===== src/rtl/seq_mult_ctrl_pkg.sv =====
// seq_mult_ctrl_pkg: shared state encoding and default sizing for the shift-add multiplier
package seq_mult_ctrl_pkg;
  localparam int N_DEF = 16;
  localparam int CW_DEF = 5;
  typedef enum logic [1:0] {
    ST_IDLE = 2'd0,
    ST_ITER = 2'd1,
    ST_DONE = 2'd2
  } state_t;
endpackage


===== src/rtl/seq_mult_ctrl_if.sv =====
// seq_mult_ctrl_if: operand request and product response handshakes of the multiplier
interface seq_mult_ctrl_if
  import seq_mult_ctrl_pkg::*;
#(
  parameter int N = N_DEF
);
  logic         start;
  logic [N-1:0] multiplicand;
  logic [N-1:0] multiplier;
  logic         in_ready;
  logic         out_valid;
  logic         out_ready;
  logic [2*N-1:0] product;
  modport master (
    output start, multiplicand, multiplier, out_ready,
    input  in_ready, out_valid, product
  );
  modport slave (
    input  start, multiplicand, multiplier, out_ready,
    output in_ready, out_valid, product
  );
endinterface


===== src/rtl/seq_mult_ctrl_acc_sel_mux.sv =====
// acc_sel_mux: accumulator 2:1 select between pass-through and sum
module acc_sel_mux
  import seq_mult_ctrl_pkg::*;
#(
  parameter int W = N_DEF + 1
) (
  input  logic [W-1:0] data0,
  input  logic [W-1:0] data1,
  input  logic         sel,
  output logic [W-1:0] y
);
  assign y = sel ? data1 : data0;
endmodule


===== src/rtl/seq_mult_ctrl.sv =====
// seq_mult_ctrl: sequential shift-add unsigned multiplier with ready/start and valid/ready handshakes
module seq_mult_ctrl
  import seq_mult_ctrl_pkg::*;
#(
  parameter int N = N_DEF,
  parameter int CW = CW_DEF
) (
  input  logic          clk,
  input  logic          rst_n,
  seq_mult_ctrl_if.slave bus,
  input  logic          abort,
  output logic          busy,
  output logic [CW-1:0] iter_cnt,
  output logic          mux_sel
);
  state_t state, state_nx;
  logic [N-1:0] a, acc, q;
  logic [CW-1:0] cnt;
  logic [2*N-1:0] product;
  logic [N:0] sum, m;
  logic last;
  assign sum = {1'b0, acc} + {1'b0, a};
  assign last = cnt == CW'(N - 1);
  acc_sel_mux #(.W(N + 1)) u_mux (
    .data0(({1'b0, acc})),
    .data1(sum),
    .sel  (q[0]),
    .y    (m)
  );
  assign bus.in_ready = state == ST_IDLE;
  assign bus.out_valid = state == ST_DONE;
  assign bus.product = product;
  assign busy = state == ST_ITER;
  assign iter_cnt = cnt;
  assign mux_sel = busy ? q[0] : 1'b0;
  always_ff @(posedge clk or negedge rst_n)
    if (!rst_n) state <= ST_IDLE;
    else state <= state_nx;
  always_comb begin
    state_nx = state;
    case (state)
      ST_IDLE: state_nx = bus.start ? ST_ITER : ST_IDLE;
      ST_ITER: state_nx = abort ? ST_IDLE : last ? ST_DONE : ST_ITER;
      ST_DONE: state_nx = bus.out_ready ? ST_IDLE : ST_DONE;
      default: state_nx = ST_IDLE;
    endcase
  end
  // product is latched only on the completing edge, so an abort leaves the old result visible
  always_ff @(posedge clk or negedge rst_n)
    if (!rst_n) begin
      a <= '0;
      acc <= '0;
      q <= '0;
      cnt <= '0;
      product <= '0;
    end else if (state == ST_IDLE && bus.start) begin
      a <= bus.multiplicand;
      q <= bus.multiplier;
      acc <= '0;
      cnt <= '0;
    end else if (state == ST_ITER) begin
      acc <= m[N:1];
      q <= {m[0], q[N-1:1]};
      cnt <= cnt + 1'b1;
      if (last && !abort) product <= {m[N:1], m[0], q[N-1:1]};
    end
endmodule


===== src/flat_wrapper.sv =====
// flat-port wrapper written by rule: the top's interface ports become plain ports
module seq_mult_ctrl_flat import seq_mult_ctrl_pkg::*;
#(
  parameter int N = N_DEF,
  parameter int CW = CW_DEF
)
  (clk, rst_n, abort, busy, iter_cnt, mux_sel, bus_start, bus_multiplicand, bus_multiplier, bus_out_ready, bus_in_ready, bus_out_valid, bus_product);
  seq_mult_ctrl_if #(.N(N)) bus_i ();
  input  logic clk;
  input  logic rst_n;
  input  logic abort;
  output logic busy;
  output logic [CW-1:0] iter_cnt;
  output logic mux_sel;
  input wire logic [$bits(bus_i.start)-1:0] bus_start;
  input wire logic [$bits(bus_i.multiplicand)-1:0] bus_multiplicand;
  input wire logic [$bits(bus_i.multiplier)-1:0] bus_multiplier;
  input wire logic [$bits(bus_i.out_ready)-1:0] bus_out_ready;
  output wire logic [$bits(bus_i.in_ready)-1:0] bus_in_ready;
  output wire logic [$bits(bus_i.out_valid)-1:0] bus_out_valid;
  output wire logic [$bits(bus_i.product)-1:0] bus_product;
  assign bus_i.start = bus_start;
  assign bus_i.multiplicand = bus_multiplicand;
  assign bus_i.multiplier = bus_multiplier;
  assign bus_i.out_ready = bus_out_ready;
  assign bus_in_ready = bus_i.in_ready;
  assign bus_out_valid = bus_i.out_valid;
  assign bus_product = bus_i.product;
  seq_mult_ctrl #(.N(N), .CW(CW)) u_core (.clk(clk), .rst_n(rst_n), .bus(bus_i), .abort(abort), .busy(busy), .iter_cnt(iter_cnt), .mux_sel(mux_sel));
endmodule

===== config.mk =====
export PLATFORM = sky130hd
export DESIGN_NAME = seq_mult_ctrl_flat
export DESIGN_NICKNAME = d
export VERILOG_FILES = /design/src/rtl/seq_mult_ctrl_pkg.sv /design/src/rtl/seq_mult_ctrl_if.sv /design/src/rtl/seq_mult_ctrl_acc_sel_mux.sv /design/src/rtl/seq_mult_ctrl.sv /design/src/flat_wrapper.sv
export SDC_FILE = /design/constraint.sdc
export NUM_CORES = 1
export LEC_CHECK = 0
export ABC_AREA = 1
export CAP_MARGIN = 20
export CORE_MARGIN = 4
export CORE_UTILIZATION = 30
export CTS_CLUSTER_SIZE = 8
export DETAILED_ROUTE_END_ITERATION = 7
export PLACE_DENSITY = 0.51
export SYNTH_ARGS = -nofsm -noshare
export SYNTH_HDL_FRONTEND = slang
export SYNTH_SLANG_ARGS = --single-unit

===== constraint.sdc =====
create_clock -name clk -period 3.2 [get_ports clk]
set_input_delay 0.32 -clock clk [delete_from_list [all_inputs] [get_ports clk]]
set_output_delay 0.32 -clock clk [all_outputs]
set_load 0.02 [all_outputs]

==> out/results.md, run 1 <==
| Stage | Quantity | Reported |
|:---|:---|:---|
| outcome | Result of the run | completed |
| worst hold path | HP Class | register to register |
| pwr | Power spent charging and discharging nets | 1850 uW |
| critical path | CP max-delay cell | clkdlybuf4s50_1 |
| clocking | Clock sinks | 87 |
| pwr | Clock Power Share | 24.9% |
| clocking | TritonCTS clock tree | yes |
| pwr | Comb pwr share | 40.7% |
| timing | Final Hold Fails | 0 |
| critical path | Critical path cell sequence | inv_2, nand2_2, inv_2, clkdlybuf4s50_1 |
| floorplan | Core Footprint | 0.0148 sq mm |
| pwr | Proportion of total power due to net switching | 39.7% |
| critical path | Setup Crit Path Kind | register to output pin |
| routing | Total routed wirelength | 12.3 mm |
| critical path | Data required time of the critical path | 2.88 ns |
| global route | Gr usage total | 15.0% |
| pwr | Leakage dissipation | 0.00294 uW |
| floorplan | Die Footprint | 0.0173 sq mm |
| synthesis | Async set or reset register ratio after synthesis | 100% |
| routing | Average wire per standard cell | 14.8 um |
| layout | Layout cell share with drive strength beyond 1 | 8.67% |
| synthesis | Register area share after synthesis | 47.6% |
| placement | Final weighted congestion of routability-driven global placement | 0.857 |
| layout | Diode count | 0 |
| synthesis | Mean Syn Cell Area | 8.07 sq um |
| clocking | Worst skew pair latency | 0.35 ns |
| routing | Via-to-Cell Ratio | 4.72 |
| synthesis | Primary flip-flop cell chosen by synthesis mapping | dfrtp_1 |
| global route | GR Overflow Total | 0 |
| routing | Number of DRC violations after detailed-routing iteration 0 | 210 |
| global route | Maximum number of pins on one net before global-route repair | 54 |
| clocking | CTS H-tree lvls | 3 |
| synthesis | Gate count of the mapped netlist | 567 |
| timing | Min cycle time layout | 2.55 ns |
| floorplan | Initial standard-cell utilization of the core | 31.0% |
| timing | Share of the clock period used by the worst path after layout | 79.6% |
| critical path | Top cell by count, worst path | inv_2 |
| synthesis | Synthesized flop and latch total | 87 |
| timing | Accumulated negative setup slack | 0 ns |
| floorplan | Placement Rows | 44 |
| placement | Detail Placement HPWL | 8.89 mm |
| global route | Initial antenna violation count | 0 |
| timing | Achievable Freq | 0.392 GHz |
| routing | Drt first pass iters | 4 |
| clocking | Clock input transition at the sequential cells of the worst setup and hold paths | 0.07 ns |
| timing | Setup skew after layout | 0.00633 ns |
| timing | Final worst hold slack | 0.479 ns |
| timing | Tightest Pin Transition | 0.605 ns |
| timing | Relative slew slack | 59.7% |
| layout | Area growth syn-to-layout | 27.1% |
| clocking | Maximum buffer depth of the clock tree | 2 |
| synthesis | Post-synth design cell area | 0.00457 sq mm |
| global route | Number of global-route vias before repair | 4,104 |
| synthesis | Synth cell types | 38 |
| synthesis | Post-Synthesis Net Count | 623 |
| floorplan | Die Y | 131 um |
| routing | Number of vias after detailed routing | 3,916 |
| routing | Number of remaining DRC errors | 0 |
| flow run | Number of max-cap violations | 0 |
| timing | Endpoints failing setup | 0 |
| pwr | Power share of the sequential group | 34.4% |
| placement | PortBufs | 77 |
| critical path | Highest fanout seen on the critical path | 28 |
| pwr | Worst IR Drop VDD | 0.290 mV |
| pwr | Power per standard cell area | 800 mW/mm^2 |
| synthesis | Number of flops mapped to enable cells by yosys | 0 |
| critical path | CP arrival | 2.23 ns |
| critical path | Longest individual stage delay on the worst path | 0.72 ns |
| pwr | Internal power | 2800 uW |
| clocking | Number of buffers inserted by hold repair at cts | 1 |
| timing | Unrepaired setup endpoints after global routing | no |
| floorplan | Horizontal die dimension | 131 um |
| clocking | Clock buffers created by TritonCTS | 9 |
| clocking | Post-CTS setup buffer count | 0 |
| global route | Global-route wire length before repair | 21.2 mm |
| timing | Slew Viols, Final | 0 |
| clocking | Post-CTS resize count | 0 |
| synthesis | Synthesis warning total | 0 |
| clocking | Cell chosen for the clock root | clkbuf_16 |
| critical path | Capturing element type of the critical path | output pin |
| floorplan | I/O pin count | 78 |
| routing | Post-route antenna net violation count | 0 |
| layout | NumNets Final | 697 |
| critical path | Startpoint type of the worst setup path | register |
-- cell families (layout without fill, tap and decap cells) --
| group | after synthesis | in the layout | share of synthesized area, % |
|---|---|---|---|
| compound gates | 81 | 81 | 11.4 |
| flops | 87 | 87 | 47.6 |
| fa+ha+maj | 19 | 19 | 5.36 |
| simple gates | 292 | 292 | 26.8 |
| xor+xnor | 4 | 4 | 0.766 |
| buf+inv | 84 | 163 | 8.04 |
-- per-layer routing --
metal / share of wire (%) / vias up / global-route usage [%]
li1: - / 1962 / -
met1: 48 / 1853 / 20.1
met2: 46 / 90 / 24.2
met3: 4.1 / 11 / 3.02
met4: 1.5 / 0 / 5.08
met5: 0 / - / 0
-- cells in the mapped netlist, types with 2 or more instances --
library cell / n / area, sq um
nand3_1: 41 / 205
ha_1: 18 / 225
nand2_1: 209 / 785
o21ai_0: 27 / 135
clkbuf_1: 5 / 18.8
o21ai_1: 7 / 35.0
o21ai_2: 17 / 149
buf_6: 5 / 56.3
buf_2: 7 / 35.0
xnor2_1: 2 / 17.5
dfrtp_1: 87 / 2180
o22ai_1: 4 / 25.0
xor2_1: 2 / 17.5
or2_2: 8 / 50.1
a21oi_1: 8 / 40.0
inv_2: 4 / 15.0
a22oi_1: 14 / 105
nand3b_1: 2 / 15.0
inv_1: 60 / 225
nor2_1: 20 / 75.1
nor3_1: 3 / 15.0
-- state kept, by name (all words and copies together), names as in the netlist --
name and flops:
u_core.bus.product 32, u_core.q 16, u_core.acc 16, u_core.iter_cnt 5, u_core.state 2, u_core.a 16
-- area by class of cell --
type                       instances  area [sq um]
clock buffer                      10           229
clock inverter                     6          92.6
fill                            1505          8940
inverter                          65           246
multi-input combinational        396          2030
sequential                        87          2180
tap                              184           230
timing repair buffer              82           808
-- stage by stage --
step	util [%]	power, uW	std cells	instance area, sq um	worst slack, ns
after floorplan	-	2880	567	4570	1.42
final	39.4	4650	830	5810	0.652
after detailed placement	37.2	3520	813	5480	1.03
after global routing	39.4	5030	830	5810	0.555
after global placement	37.2	3500	813	5480	1.05
after CTS	39.4	4710	830	5810	0.637
-- critical path: cells and delay by family (launching register included) --
kind                   cells  cell delay (ns)
flip-flops                 1             0.40
buffers and inverters      3             1.30
AND/OR/NAND/NOR            1             0.18
-- power by group through the flow --
stage / sequential [uW] / combinational, uW / clock, uW
after floorplan: 1640 / 1240 / 0
after global placement: 1620 / 1880 / 0
after detailed placement: 1620 / 1900 / 0
after CTS: 1600 / 1920 / 1190
after global routing: 1630 / 2170 / 1230
final: 1600 / 1890 / 1160
-- cells in the final DEF (no fill, tap or decap), drive strengths merged, types with 10 or more instances in the layout --
cell	instances
ha	18
inv	67
a22oi	14
nand2	211
nand3	41
clkbuf	10
dfrtp	87
nor2	23
or2	10
clkdlybuf4s50	76
o21ai	51
-- path summary, 6_finish.rpt --
check                                       from                     to  slack, ns  depth (start not counted)
setup / recovery                 u_core.state[1]                   busy       0.65                          4
hold / removal             u_core.bus.product[9]  u_core.bus.product[9]       0.48                          2
setup reg to reg                 u_core.state[0]           u_core.q[15]       1.14                          6
hold reg to reg            u_core.bus.product[9]  u_core.bus.product[9]       0.48                          2
max in group asynchronous                  rst_n           u_core.q[14]       1.94                          3
min in group asynchronous                  rst_n         u_core.acc[10]       0.50                          2
Power figures use the tool's default switching activity.
==> inputs of run 2 (changes only) <==
- clock period: 3.2 -> 2.5 ns (I/O delays scaled with it)
==> run 2 against run 1 <==
Compared with the run above:
- critical path depth stayed put
- clock-buffer cell count stayed put
- power is 26% higher
- via count is 0.74% lower
- routed wire length is 1.1% higher
- sequential power is 28% higher
- global-route usage hardly changed
- die area stayed put
- design area is 0.19% lower
- critical endpoint unchanged
- largest cell class unchanged
- highest routed layer unchanged
==> out/results.md, run 2 (same netlist as run 1, synthesis figures left out) <==
| Stage | Quantity | Reported | Change |
|:---|:---|:---|:---|
| timing | Fin worst setup slack | 0.246 ns | -0.406 ns |
| floorplan | Die Footprint | 0.0173 sq mm | unchanged |
| global route | Maximum number of pins on one net before global-route repair | 54 | unchanged |
| layout | Cell area after layout | 0.00580 sq mm | -0.19% |
| global route | Number of global-route vias before repair | 4,073 | -0.76% |
| timing | Endpoints failing setup | 0 | unchanged |
| floorplan | Core Footprint | 0.0148 sq mm | unchanged |
| placement | Worst slack at placement | 0.456 ns | -0.573 ns |
| clocking | TritonCTS clock tree | yes |  |
| floorplan | Placement Rows | 44 | unchanged |
| clocking | Clock input transition at the sequential cells of the worst setup and hold paths | 0.07 ns | about the same |
| timing | Slew Viols, Final | 0 | unchanged |
| routing | Average wire per standard cell | 15.0 um | +1.1% |
| routing | Total routed wirelength | 12.5 mm | +1.1% |
| routing | Number of DRC violations after detailed-routing iteration 0 | 249 | +19% |
| placement | PortBufs | 77 | unchanged |
| pwr | Leakage dissipation | 0.00293 uW | -0.25% |
| placement | Final weighted congestion of routability-driven global placement | 0.861 | +0.40% |
| timing | Achievable Freq | 0.444 GHz |  |
| layout | Flip-flop count of the largest register after layout | 32 | unchanged |
| layout | Top library cells by usage in the layout, fill and taps aside | nand2_1 (209), dfrtp_1 (87), clkdlybuf4s50_1 (76), inv_1 (60), nand3_1 (41) |  |
| timing | Accumulated negative setup slack | 0 ns | unchanged |
| clocking | Maximum buffer depth of the clock tree | 2 | unchanged |
| clocking | Post-CTS setup buffer count | 0 | unchanged |
| routing | Number of vias after detailed routing | 3,887 | -0.74% |
| layout | Layout cell share with drive strength beyond 1 | 8.67% | unchanged |
| flow run | Number of max-cap violations | 0 | unchanged |
| layout | Register with the most flip-flops | u_core.bus.product |  |
| clocking | Cell chosen for the clock root | clkbuf_16 |  |
| clocking | Clock sinks | 87 | unchanged |
| routing | Via-to-Cell Ratio | 4.68 | -0.74% |
| clocking | Number of buffers inserted by hold repair at cts | 1 | unchanged |
| timing | Share of the clock period used by the worst path after layout | 90.2% |  |
| worst hold path | HP Class | primary input to asynchronous set/reset pin |  |
| global route | Global-route wire length before repair | 20.9 mm | -1.0% |
| clocking | Post-CTS resize count | 0 | unchanged |
| outcome | Result of the run | completed |  |
| layout | Area growth syn-to-layout | 26.8% |  |
| floorplan | Initial standard-cell utilization of the core | 31.0% | unchanged |
| clocking | CTS H-tree lvls | 3 | unchanged |
| global route | GR Overflow Total | 0 | unchanged |
| floorplan | Die Y | 131 um | unchanged |
| timing | Min cycle time layout | 2.25 ns |  |
| global route | Initial antenna violation count | 0 | unchanged |
| clocking | Worst skew pair latency | 0.34 ns | about the same |
| global route | Gr usage total | 14.9% | -0.049 points |
| critical path | CP arrival | 2.00 ns | -0.23 ns |
| timing | Setup skew after layout | 0.00893 ns | +0.00260 ns |
| critical path | Setup Crit Path Kind | register to output pin |  |
| floorplan | I/O pin count | 78 | unchanged |
| floorplan | Horizontal die dimension | 131 um | unchanged |
| layout | NumNets Final | 697 | unchanged |
| placement | Detail Placement HPWL | 8.90 mm | +0.18% |
| layout | Fill cell instance count of the final layout | 1,536 | +2.1% |
| routing | Drt first pass iters | 4 | unchanged |
| critical path | Highest fanout seen on the critical path | 14 | -50% |
| pwr | Total Power Consumption | 5850 uW | +26% |
| critical path | Data required time of the critical path | 2.25 ns | -0.63 ns |
| timing | Tightest Pin Transition | 0.632 ns | +0.0273 ns |
| layout | Most common library cell in the layout ignoring fill and taps | nand2_1 |  |
| routing | Number of remaining DRC errors | 0 | unchanged |
| timing | Unrepaired setup endpoints after global routing | no |  |
| pwr | Worst IR Drop VDD | 0.429 mV | +48% |
| clocking | Clock buffers created by TritonCTS | 9 | unchanged |
| pwr | Power per standard cell area | 1010 mW/mm^2 | +26% |
| timing | Final Hold Fails | 0 | unchanged |
| layout | Diode count | 0 | unchanged |
| timing | Relative slew slack | 57.8% | -1.8 points |
| placement | Area after DPL | 0.00549 sq mm | +0.23% |
| critical path | Startpoint type of the worst setup path | register |  |
| routing | Post-route antenna net violation count | 0 | unchanged |
| critical path | Capturing element type of the critical path | output pin |  |
==> run 2: worst paths after layout <==
kind | startpoint | end | slack, ns | depth (start not counted)
max reg2reg | u_core.iter_cnt[0] | u_core.state[1] | 0.48 | 8
max in group asynchronous | rst_n | u_core.q[15] | 1.44 | 3
min reg2reg | u_core.bus.product[16] | u_core.bus.product[16] | 0.48 | 2
max | u_core.state[1] | busy | 0.25 | 4
min in group clk | bus_multiplicand[11] | u_core.a[11] | 0.45 | 3
min | rst_n | u_core.a[10] | 0.40 | 2
==> run 2: area by class of cell <==
type	count	area, sq um	area share (%)
repair buffers	82	821	14.1
clock buffers	10	229	3.95
clock inverters	6	68.8	1.19
flip-flops and latches	87	2180	37.5
well taps	184	230	3.97
multi-input cells	396	2030	35.0
inverters	65	246	4.25
==> run 2: routing by layer <==
layer  global-route usage [%]  up-vias  part of all wire (%)
met5                        0        -                     0
met4                     5.48        0                   1.7
met3                     2.75       14                   3.6
met2                     23.5       73                    45
met1                     20.6     1841                    49
li1                         -     1959                     -
==> run 2: per-stage QoR <==
stage               hold slack, ns  utilization (%)  std cells
CTS                          0.439             39.3        830
detailed placement           0.262             37.2        813
finish                       0.404             39.3        830
floorplan                  -0.0456                -        567
global placement             0.255             37.2        813
global route                 0.465             39.3        830
==> run 2: critical path, stage by stage (launching register included) <==
cell and delay (ns):
dfrtp_1 0.39, inv_2 0.08, nand2_2 0.17, inv_2 0.29, clkdlybuf4s50_1 0.73
==> run 2: where the power goes <==
part | leakage (uW) | internal, uW | total (uW) | switching (uW)
Combinational | 0.00170 | 936 | 2420 | 1490
Sequential | 0.00109 | 1770 | 2050 | 280
Clock | 0.000143 | 781 | 1380 | 598
